`src/rtl/pc_sequencer_if.sv`:
```
// Request/response bundle between the fetch control and the PC sequencer.
// The sequencer itself connects through the slave modport.
interface pc_sequencer_if #(
  parameter int WIDTH = 32
);
  logic             stall;
  logic             branch_taken;
  logic [WIDTH-1:0] branch_target;
  logic             jump;
  logic             call;
  logic             ret;
  logic [WIDTH-1:0] jump_target;
  logic [WIDTH-1:0] pc;
  logic [WIDTH-1:0] pc_plus_step;
  logic             ras_empty;
  logic             ras_full;
  logic             ras_underflow;

  modport master (
    output stall, branch_taken, branch_target,
    output jump, call, ret, jump_target,
    input  pc, pc_plus_step,
    input  ras_empty, ras_full, ras_underflow
  );

  modport slave (
    input  stall, branch_taken, branch_target,
    input  jump, call, ret, jump_target,
    output pc, pc_plus_step,
    output ras_empty, ras_full, ras_underflow
  );
endinterface

```
`src/rtl/pc_sequencer.sv`:
```
// Program counter sequencer with a circular return-address stack.
// One-cycle latency from request to new PC.
module pc_sequencer #(
  parameter int               WIDTH     = 32,
  parameter logic [WIDTH-1:0] RESET_VEC = '0,
  parameter int               STEP      = 4,
  parameter int               RAS_DEPTH = 4
) (
  input  logic          clk,
  input  logic          startin,
  pc_sequencer_if.slave bus
);

  localparam int PW = $clog2(RAS_DEPTH);
  localparam int CW = PW + 1;

  typedef enum logic [2:0] {
    SEL_HOLD,
    SEL_RET,
    SEL_UFL,
    SEL_CALL,
    SEL_JUMP,
    SEL_BR,
    SEL_SEQ
  } sel_e;

  sel_e             sel;
  logic [WIDTH-1:0] pc_q, pc_d, step_pc;
  logic [CW-1:0]    cnt_q, cnt_d;
  logic [PW-1:0]    ptr_q, ptr_d, top;
  logic             ufl_q, ufl_d;
  logic             push;
  logic             empty, full;
  logic [WIDTH-1:0] ras_q [RAS_DEPTH];

  function automatic logic [WIDTH-1:0] align(
    input logic [WIDTH-1:0] a
  );
    return {a[WIDTH-1:2], 2'b00};
  endfunction

  assign step_pc = pc_q + WIDTH'(STEP);
  assign top     = ptr_q - PW'(1);
  assign empty   = (cnt_q == '0);
  assign full    = (cnt_q == CW'(RAS_DEPTH));

  always_comb begin
    sel = SEL_SEQ;
    priority case (1'b1)
      bus.stall:        sel = SEL_HOLD;
      bus.ret && !empty: sel = SEL_RET;
      bus.ret:          sel = SEL_UFL;
      bus.call:         sel = SEL_CALL;
      bus.jump:         sel = SEL_JUMP;
      bus.branch_taken: sel = SEL_BR;
      default:          sel = SEL_SEQ;
    endcase
  end

  // ptr_q is the next push slot; when full it also points at the oldest entry
  always_comb begin
    pc_d  = step_pc;
    cnt_d = cnt_q;
    ptr_d = ptr_q;
    ufl_d = 1'b0;
    push  = 1'b0;
    unique case (sel)
      SEL_HOLD: pc_d = pc_q;
      SEL_RET: begin
        pc_d  = align(ras_q[top]);
        cnt_d = cnt_q - CW'(1);
        ptr_d = top;
      end
      SEL_UFL: ufl_d = 1'b1;
      SEL_CALL: begin
        pc_d  = align(bus.jump_target);
        push  = 1'b1;
        ptr_d = ptr_q + PW'(1);
        if (!full) cnt_d = cnt_q + CW'(1);
      end
      SEL_JUMP: pc_d = align(bus.jump_target);
      SEL_BR:   pc_d = align(bus.branch_target);
      default:  pc_d = step_pc;
    endcase
  end

  always_ff @(posedge clk) begin
    if (startin) begin
      pc_q  <= RESET_VEC;
      cnt_q <= '0;
      ptr_q <= '0;
      ufl_q <= 1'b0;
    end else begin
      pc_q  <= pc_d;
      cnt_q <= cnt_d;
      ptr_q <= ptr_d;
      ufl_q <= ufl_d;
    end
  end

  always_ff @(posedge clk) begin
    if (push && !startin) ras_q[ptr_q] <= step_pc;
  end

  assign bus.pc            = pc_q;
  assign bus.pc_plus_step  = step_pc;
  assign bus.ras_empty     = empty;
  assign bus.ras_full      = full;
  assign bus.ras_underflow = ufl_q;

endmodule

```
`src/flat_wrapper.sv`:
```
// flat-port wrapper written by rule: the top's interface ports become plain ports
module pc_sequencer_flat 
#(
  parameter int               WIDTH     = 32,
  parameter logic [WIDTH-1:0] RESET_VEC = '0,
  parameter int               STEP      = 4,
  parameter int               RAS_DEPTH = 4
)
  (clk, startin, bus_stall, bus_branch_taken, bus_branch_target, bus_jump, bus_call, bus_ret, bus_jump_target, bus_pc, bus_pc_plus_step, bus_ras_empty, bus_ras_full, bus_ras_underflow);
  pc_sequencer_if #(.WIDTH(WIDTH)) bus_i ();
  input  logic clk;
  input  logic startin;
  input wire logic [$bits(bus_i.stall)-1:0] bus_stall;
  input wire logic [$bits(bus_i.branch_taken)-1:0] bus_branch_taken;
  input wire logic [$bits(bus_i.branch_target)-1:0] bus_branch_target;
  input wire logic [$bits(bus_i.jump)-1:0] bus_jump;
  input wire logic [$bits(bus_i.call)-1:0] bus_call;
  input wire logic [$bits(bus_i.ret)-1:0] bus_ret;
  input wire logic [$bits(bus_i.jump_target)-1:0] bus_jump_target;
  output wire logic [$bits(bus_i.pc)-1:0] bus_pc;
  output wire logic [$bits(bus_i.pc_plus_step)-1:0] bus_pc_plus_step;
  output wire logic [$bits(bus_i.ras_empty)-1:0] bus_ras_empty;
  output wire logic [$bits(bus_i.ras_full)-1:0] bus_ras_full;
  output wire logic [$bits(bus_i.ras_underflow)-1:0] bus_ras_underflow;
  assign bus_i.stall = bus_stall;
  assign bus_i.branch_taken = bus_branch_taken;
  assign bus_i.branch_target = bus_branch_target;
  assign bus_i.jump = bus_jump;
  assign bus_i.call = bus_call;
  assign bus_i.ret = bus_ret;
  assign bus_i.jump_target = bus_jump_target;
  assign bus_pc = bus_i.pc;
  assign bus_pc_plus_step = bus_i.pc_plus_step;
  assign bus_ras_empty = bus_i.ras_empty;
  assign bus_ras_full = bus_i.ras_full;
  assign bus_ras_underflow = bus_i.ras_underflow;
  pc_sequencer #(.WIDTH(WIDTH), .RESET_VEC(RESET_VEC), .STEP(STEP), .RAS_DEPTH(RAS_DEPTH)) u_core (.clk(clk), .startin(startin), .bus(bus_i));
endmodule
```
`config.mk`:
```
export PLATFORM = sky130hd
export DESIGN_NAME = pc_sequencer_flat
export DESIGN_NICKNAME = d
export VERILOG_FILES = /design/src/rtl/pc_sequencer_if.sv /design/src/rtl/pc_sequencer.sv /design/src/flat_wrapper.sv
export SDC_FILE = /design/constraint.sdc
export NUM_CORES = 1
export LEC_CHECK = 0
export BUFFER_PORTS_ARGS = -buffer_cell sky130_fd_sc_hd__buf_2
export CAP_MARGIN = 20
export CORE_MARGIN = 8
export CORE_UTILIZATION = 24
export DETAILED_ROUTE_END_ITERATION = 10
export HOLD_SLACK_MARGIN = 0.02
export PLACE_DENSITY_LB_ADDON = 0.1
export REMOVE_ABC_BUFFERS = 1
export SYNTH_ARGS = -nofsm -noshare
export SYNTH_HDL_FRONTEND = slang
export SYNTH_SLANG_ARGS = --single-unit
```
`constraint.sdc`:
```
create_clock -name clk -period 3.2 [get_ports clk]
set_clock_uncertainty 0.15 [all_clocks]
set_input_delay 0.32 -clock clk [delete_from_list [all_inputs] [get_ports clk]]
set_output_delay 0.32 -clock clk [all_outputs]
set_load 0.02 [all_outputs]
```
======== Word-level counts from Yosys, hierarchy flattened ========
Memory sizes are Yosys's and may differ from the RTL's.
Cells that the tools add are included.
W data, S select, Z words.
word-level totals
  register bits ........................... 38
  memory bits (writable) .................. 128
  input port bits ......................... 71
  output and inout bits ................... 67
  logic and storage cells ................. 40
  memories ................................ 1
operators by class
  $add $sub $neg .......................... 5
  equality and inequality tests ........... 7
  multiplexer cells ....................... 14
  reduce and logical (&&, ||, !) cells .... 9
memory list
  memory        words  width  read ports  clocked after memory_dff  wr ports  RTL line            RTL
  u_core.ras_q  4      32     1           0                         1         pc_sequencer.sv:34  logic [WIDTH-1:0] ras_q [RAS_DEPTH];
operator list
  cell                     number
  $pmux W32 S4             1
  $add A32 B3 Y32 const B  1
  $mux W3                  6
  $eq A3 B3 Y1 const B     3
  $eq A3 B2 Y1 const B     2
  $logic_not A3 Y1         2
  $pmux W3 S2              1
  $mux W1                  4
  $pmux W2 S2              1
  $add A3 B1 Y3 const B    1
  $eq A3 B1 Y1 const B     1
  $sub A3 B1 Y3 const B    1
  $add A2 B1 Y2 const B    1
  $logic_and A1 B1 Y1      2
  $logic_not A1 Y1         2
  $mux W2                  1
  $ne A2 B2 Y1 const B     1
  $reduce_and A2 Y1        1
  $reduce_bool A2 Y1       1
  $reduce_or A2 Y1         1
  $sub A2 B1 Y2 const B    1

======== Longest topological paths before layout ========
  word-level depth ........................ 11
  gate-level depth with buffers ........... 9
  gate-level depth less buffers ........... 8

======== Least setup slack after synthesis ========
No wires, ideal clock.
  path kind ............................... register to register
  start ................................... reg u_core.ptr_q[0]
  end ..................................... reg u_core.pc_q[23] (netlist: u_core.bus.pc[23])
  library setup time ...................... 0.122 ns
  arrival time ............................ 2.425 ns
  data required time ...................... 2.928 ns
  setup slack ............................. 0.503 ns
  stages on the path, launching flop included .. 10
  path buffers ............................ 3
  period minus slack after synthesis ...... 2.697 ns
  path through ............................ dfxtp_1 -> buf_2 -> buf_2 -> inv_1 -> ha_1 -> clkbuf_1 -> mux4_2 -> a22oi_1 -> a211oi_1 -> a311o_1
on the way
  word-level cells in the longest chain between the ends .. 3
RTL lines
  element                 RTL line            RTL
  from (decl)             pc_sequencer.sv:30  logic [PW-1:0] ptr_q, ptr_d, top;
  from (signal assigned)  pc_sequencer.sv:96  ptr_q <= ptr_d;
  $sub A2 B1 Y2           pc_sequencer.sv:43  assign top = ptr_q - PW'(1);
  $mem_v2 Z4 W32          n/a
  $pmux W32 S4            pc_sequencer.sv:67  unique case (sel)
  to (signal assigned)    pc_sequencer.sv:94  pc_q <= pc_d;
  to (decl)               pc_sequencer.sv:28  logic [WIDTH-1:0] pc_q, pc_d, step_pc;
No other way between the ends.
A chain may end at the register's enable or synchronous reset.

======== Final worst setup path ========
  start ................................... reg u_core.pc_q[2] (netlist: u_core.bus.pc[2])
  end ..................................... out bus_pc_plus_step[30]
on the way
  word-level cells in the longest chain between the ends .. 1
RTL lines
  element          RTL line            RTL
  $add A32 B3 Y32  pc_sequencer.sv:42  assign step_pc = pc_q + WIDTH'(STEP);
  to (decl)        flat_wrapper.sv:21  output wire logic [$bits(bus_i.pc_plus_step)-1:0] bus_pc_plus_step;
No other way between the ends.

==> impl_metrics.py <==
metrics = {
    "run_status": {
        "status": "finished, final reports clean",
    },
    "sta": {
        "relSlewSlack_pct": 50.1,
        "grt_setup_unrepaired": "true",
        "finalSetupViolations": 0,
        "period_minus_slack_ps": 3070,
        "finalHoldViolCount": 0,
        "fin_crit_sh_pct": 95.9,
        "worst_pin_slew_ps": 748,
        "setup_tns_ps": 0,
        "max_freq_ghz": 0.326,
        "hold_ws_ps": 37.7,
        "drv_slew": 0,
    },
    "drt": {
        "drtIter0Drc": 263,
        "wire_per_inst_um": 22.9,
        "firstDrtPassIters": 4,
        "wirelength_mm": 25.2,
        "drc": 0,
        "vias": 5259,
        "via_per_inst": 4.78,
        "ant_nets": 0,
    },
    "finish": {
        "fillers": 3136,
        "final_cell_mix": "buf_2 (129), edfxtp_1 (120), a21oi_1 (35), nand2_1 (33), buf_4 (32)",
        "nets": 768,
        "final_cells": 1100,
        "drive_above_1_share_pct": 36.1,
        "area_delta_synth_final_pct": 26.3,
        "insertedDiodeCount": 0,
        "final_common_cell": "buf_2",
    },
    "yosys": {
        "synthCells": 546,
        "synthFlopType": "edfxtp_1",
        "synthTopCellsByArea": "edfxtp_1 (49%), dfxtp_1 (9.9%), mux4_2 (9.3%), xnor2_1 (3.1%), a21oi_1 (2.4%)",
        "netlist_area_mm2": 0.00729,
        "ys_ff_latch": 156,
        "ys_warn_count": 0,
        "yosysSeqAreaShare_pct": 59.3,
        "syn_area_per_cell_um2": 13.3,
        "synth-edff-count": 120,
        "async_flop_share_pct": 0,
        "synth.distinct_cells": 66,
        "yosys.area.top_type_share_pct": 49.5,
        "yosysTopAreaCell": "edfxtp_1",
    },
    "pwr": {
        "p_per_area_mw_per_mm2": 574,
        "pwr-share-seq_pct": 44.0,
        "power_switching_share_pct": 28.2,
        "ir_drop_uv": 326,
        "leakage_nw": 3.32,
        "power.total_mw": 5.28,
        "power.switching_mw": 1.49,
        "combPwrFrac_pct": 17.0,
        "p_int_mw": 3.79,
        "clkPwrFrac_pct": 39.1,
    },
    "clock_tree": {
        "cts_tree": "done",
        "clk_latency_ps": 430,
        "htree_levels": 4,
        "cts_sinks": 156,
        "clk_path_buf_depth": 2,
        "clk_transition_reported_paths_ps": 70,
        "cts_setup_buffers": 0,
        "cts_buffers": 17,
        "cts_root_buf": "clkbuf_16",
    },
    "grt": {
        "grt_pass1_vias": 5800,
        "grt_pass1_wl_mm": 37.2,
        "grt_max_degree": 29,
        "track_usage_pct": 13.9,
        "grt-ovfl-total": 0,
        "antenna_found_initial": 0,
    },
    "setup_path": {
        "endpoint_kind": "output port",
        "cp.required_ps": 2730,
        "start_kind": "register",
        "r2r-start": "u_core.cnt_q[0]",
        "critPathMaxFanout": 5,
        "arrival_ps": 2600,
        "r2r_slack_ps": 660,
        "r2r_end": "u_core.bus.pc[25]",
        "critPathKind": "register to output port",
        "rr_worst_depth": 7,
    },
    "die": {
        "dieWidth_um": 190,
        "die-area_mm2": 0.0362,
        "initial_core_util_pct": 24.1,
        "io_pins": 138,
        "num_rows": 64,
        "die_y_um": 190,
        "core-area_mm2": 0.0303,
    },
    "hold_path": {
        "hold_path_startpoint": "bus_branch_target[4]",
        "hold_class": "input pin to register",
        "holdPathEnd": "u_core.bus.pc[4]",
        "min_path_cells": 3,
    },
    "placement": {
        "post-dp-hpwl_mm": 17.5,
        "port_buffers": 129,
        "dp.cells": 1067,
        "place.gp.congestion": 0.741,
    },
    "flow_run": {
        "max_cap_violations": 0,
    },
}
[repair_timing]
| action | in CTS | in global routing |
|---|---|---|
| hold buffers | 1 | 0 |
| resized for setup | 4 | 13 |
| setup endpoints to repair | 4 | 6 |
| endpoints found under the hold margin | 1 | 0 |
| cloned | 0 | 0 |
[cell usage after synthesis, types with 2 or more instances]
| library cell | count |
|---|---|
| xor2_1 | 6 |
| nor2b_1 | 2 |
| a31oi_1 | 5 |
| a311oi_1 | 7 |
| mux4_2 | 30 |
| a21oi_1 | 35 |
| o22ai_1 | 4 |
| ha_1 | 6 |
| a211oi_1 | 5 |
| clkbuf_1 | 17 |
| buf_4 | 8 |
| buf_2 | 14 |
| dfxtp_1 | 36 |
| a211o_1 | 5 |
| nor3_1 | 15 |
| and4_1 | 4 |
| nand2_1 | 33 |
| a221oi_1 | 5 |
| nand3_1 | 11 |
| xnor2_1 | 26 |
| and3_1 | 3 |
| edfxtp_1 | 120 |
| nor2_1 | 23 |
| a22o_1 | 6 |
| and2_1 | 7 |
| nand4_1 | 6 |
| nand2b_1 | 3 |
| inv_1 | 18 |
| a221o_1 | 7 |
| buf_1 | 2 |
| a22oi_1 | 23 |
| o221ai_1 | 2 |
| o32ai_1 | 2 |
| a21o_1 | 4 |
| nor4_1 | 15 |
[per-layer routing]
layer / up-vias / global-route usage (%) / share of wire [%]
met1: 2675 / 18.0 / 46
met2: 140 / 22.7 / 47
met3: 10 / 3.79 / 6.0
met5: - / 0 / 0
li1: 2434 / - / -
met4: 0 / 3.43 / 0.73
[how the worst max path moves through the flow]
stage | cells after the start | slack [ps] | end | start
floorplan | 7 | -680 | u_core.bus.pc[24] | u_core.ptr_q[0]
CTS | 6 | 20 | bus_pc_plus_step[24] | u_core.bus.pc[2]
global route | 7 | -20 | bus_pc_plus_step[30] | u_core.bus.pc[2]
global placement | 7 | 410 | bus_pc_plus_step[25] | u_core.bus.pc[4]
finish | 7 | 130 | bus_pc_plus_step[30] | u_core.bus.pc[2]
detailed placement | 6 | 370 | bus_pc_plus_step[24] | u_core.bus.pc[2]
[registers in the layout, summed over array words and instances, names as in the netlist]
register	count
u_core.bus.pc	30
u_core.bus.ras_underflow	1
u_core.cnt_q	3
u_core.ptr_q	2
u_core.ras_q	120
[cell families (layout without fill, tap and decap cells)]
| kind of cell | count (synthesis) | after routing | share of synthesized area [%] |
|---|---|---|---|
| muxes | 31 | 31 | 9.41 |
| and+or+nand+nor | 133 | 133 | 9.77 |
| other | 1 | 4 | 0.0515 |
| xor gates and xnor gates | 32 | 32 | 3.85 |
| buffers and inverters | 61 | 216 | 3.81 |
| DFF | 156 | 156 | 59.3 |
| adders and majority gates | 6 | 6 | 1.03 |
| AOI/OAI and AO/OA | 126 | 126 | 12.7 |
[area by class of cell]
class                           instances  area, um2  area share, %
Inverter                               19       71.3          0.775
Tap cell                              396        495           5.38
Timing Repair Buffer                  165        956           10.4
Sequential cell                       156       4330           47.1
Clock inverter                         14        158           1.71
Clock buffer                           18        439           4.77
Multi-Input combinational cell        332       2750           29.9
[per-stage QoR]
step	utilization [%]	setup slack, ps	cell area (um2)
4_1_cts	30.3	15.7	9160
3_3_place_gp	28.2	415	8540
2_1_floorplan	-	-680	7090
3_5_place_dp	28.2	366	8540
6_report	30.4	130	9200
5_1_grt	30.4	-19.8	9200
[power groups by stage]
stage / sequential, mW / combinational [mW] / clock, mW
2_1_floorplan: 2.41 / 0.461 / 0
3_3_place_gp: 2.36 / 0.906 / 0
3_5_place_dp: 2.36 / 0.917 / 0
4_1_cts: 2.32 / 0.922 / 2.12
5_1_grt: 2.33 / 0.981 / 2.19
6_report: 2.32 / 0.896 / 2.07
[critical path, stage by stage (launching register included)]
cell	delay, ps
dfxtp_1	410
ha_1	250
and3_2	310
nand2_1	200
nor4_1	350
buf_4	200
xnor2_1	200
buf_2	240
Power figures use the tool's default switching activity.
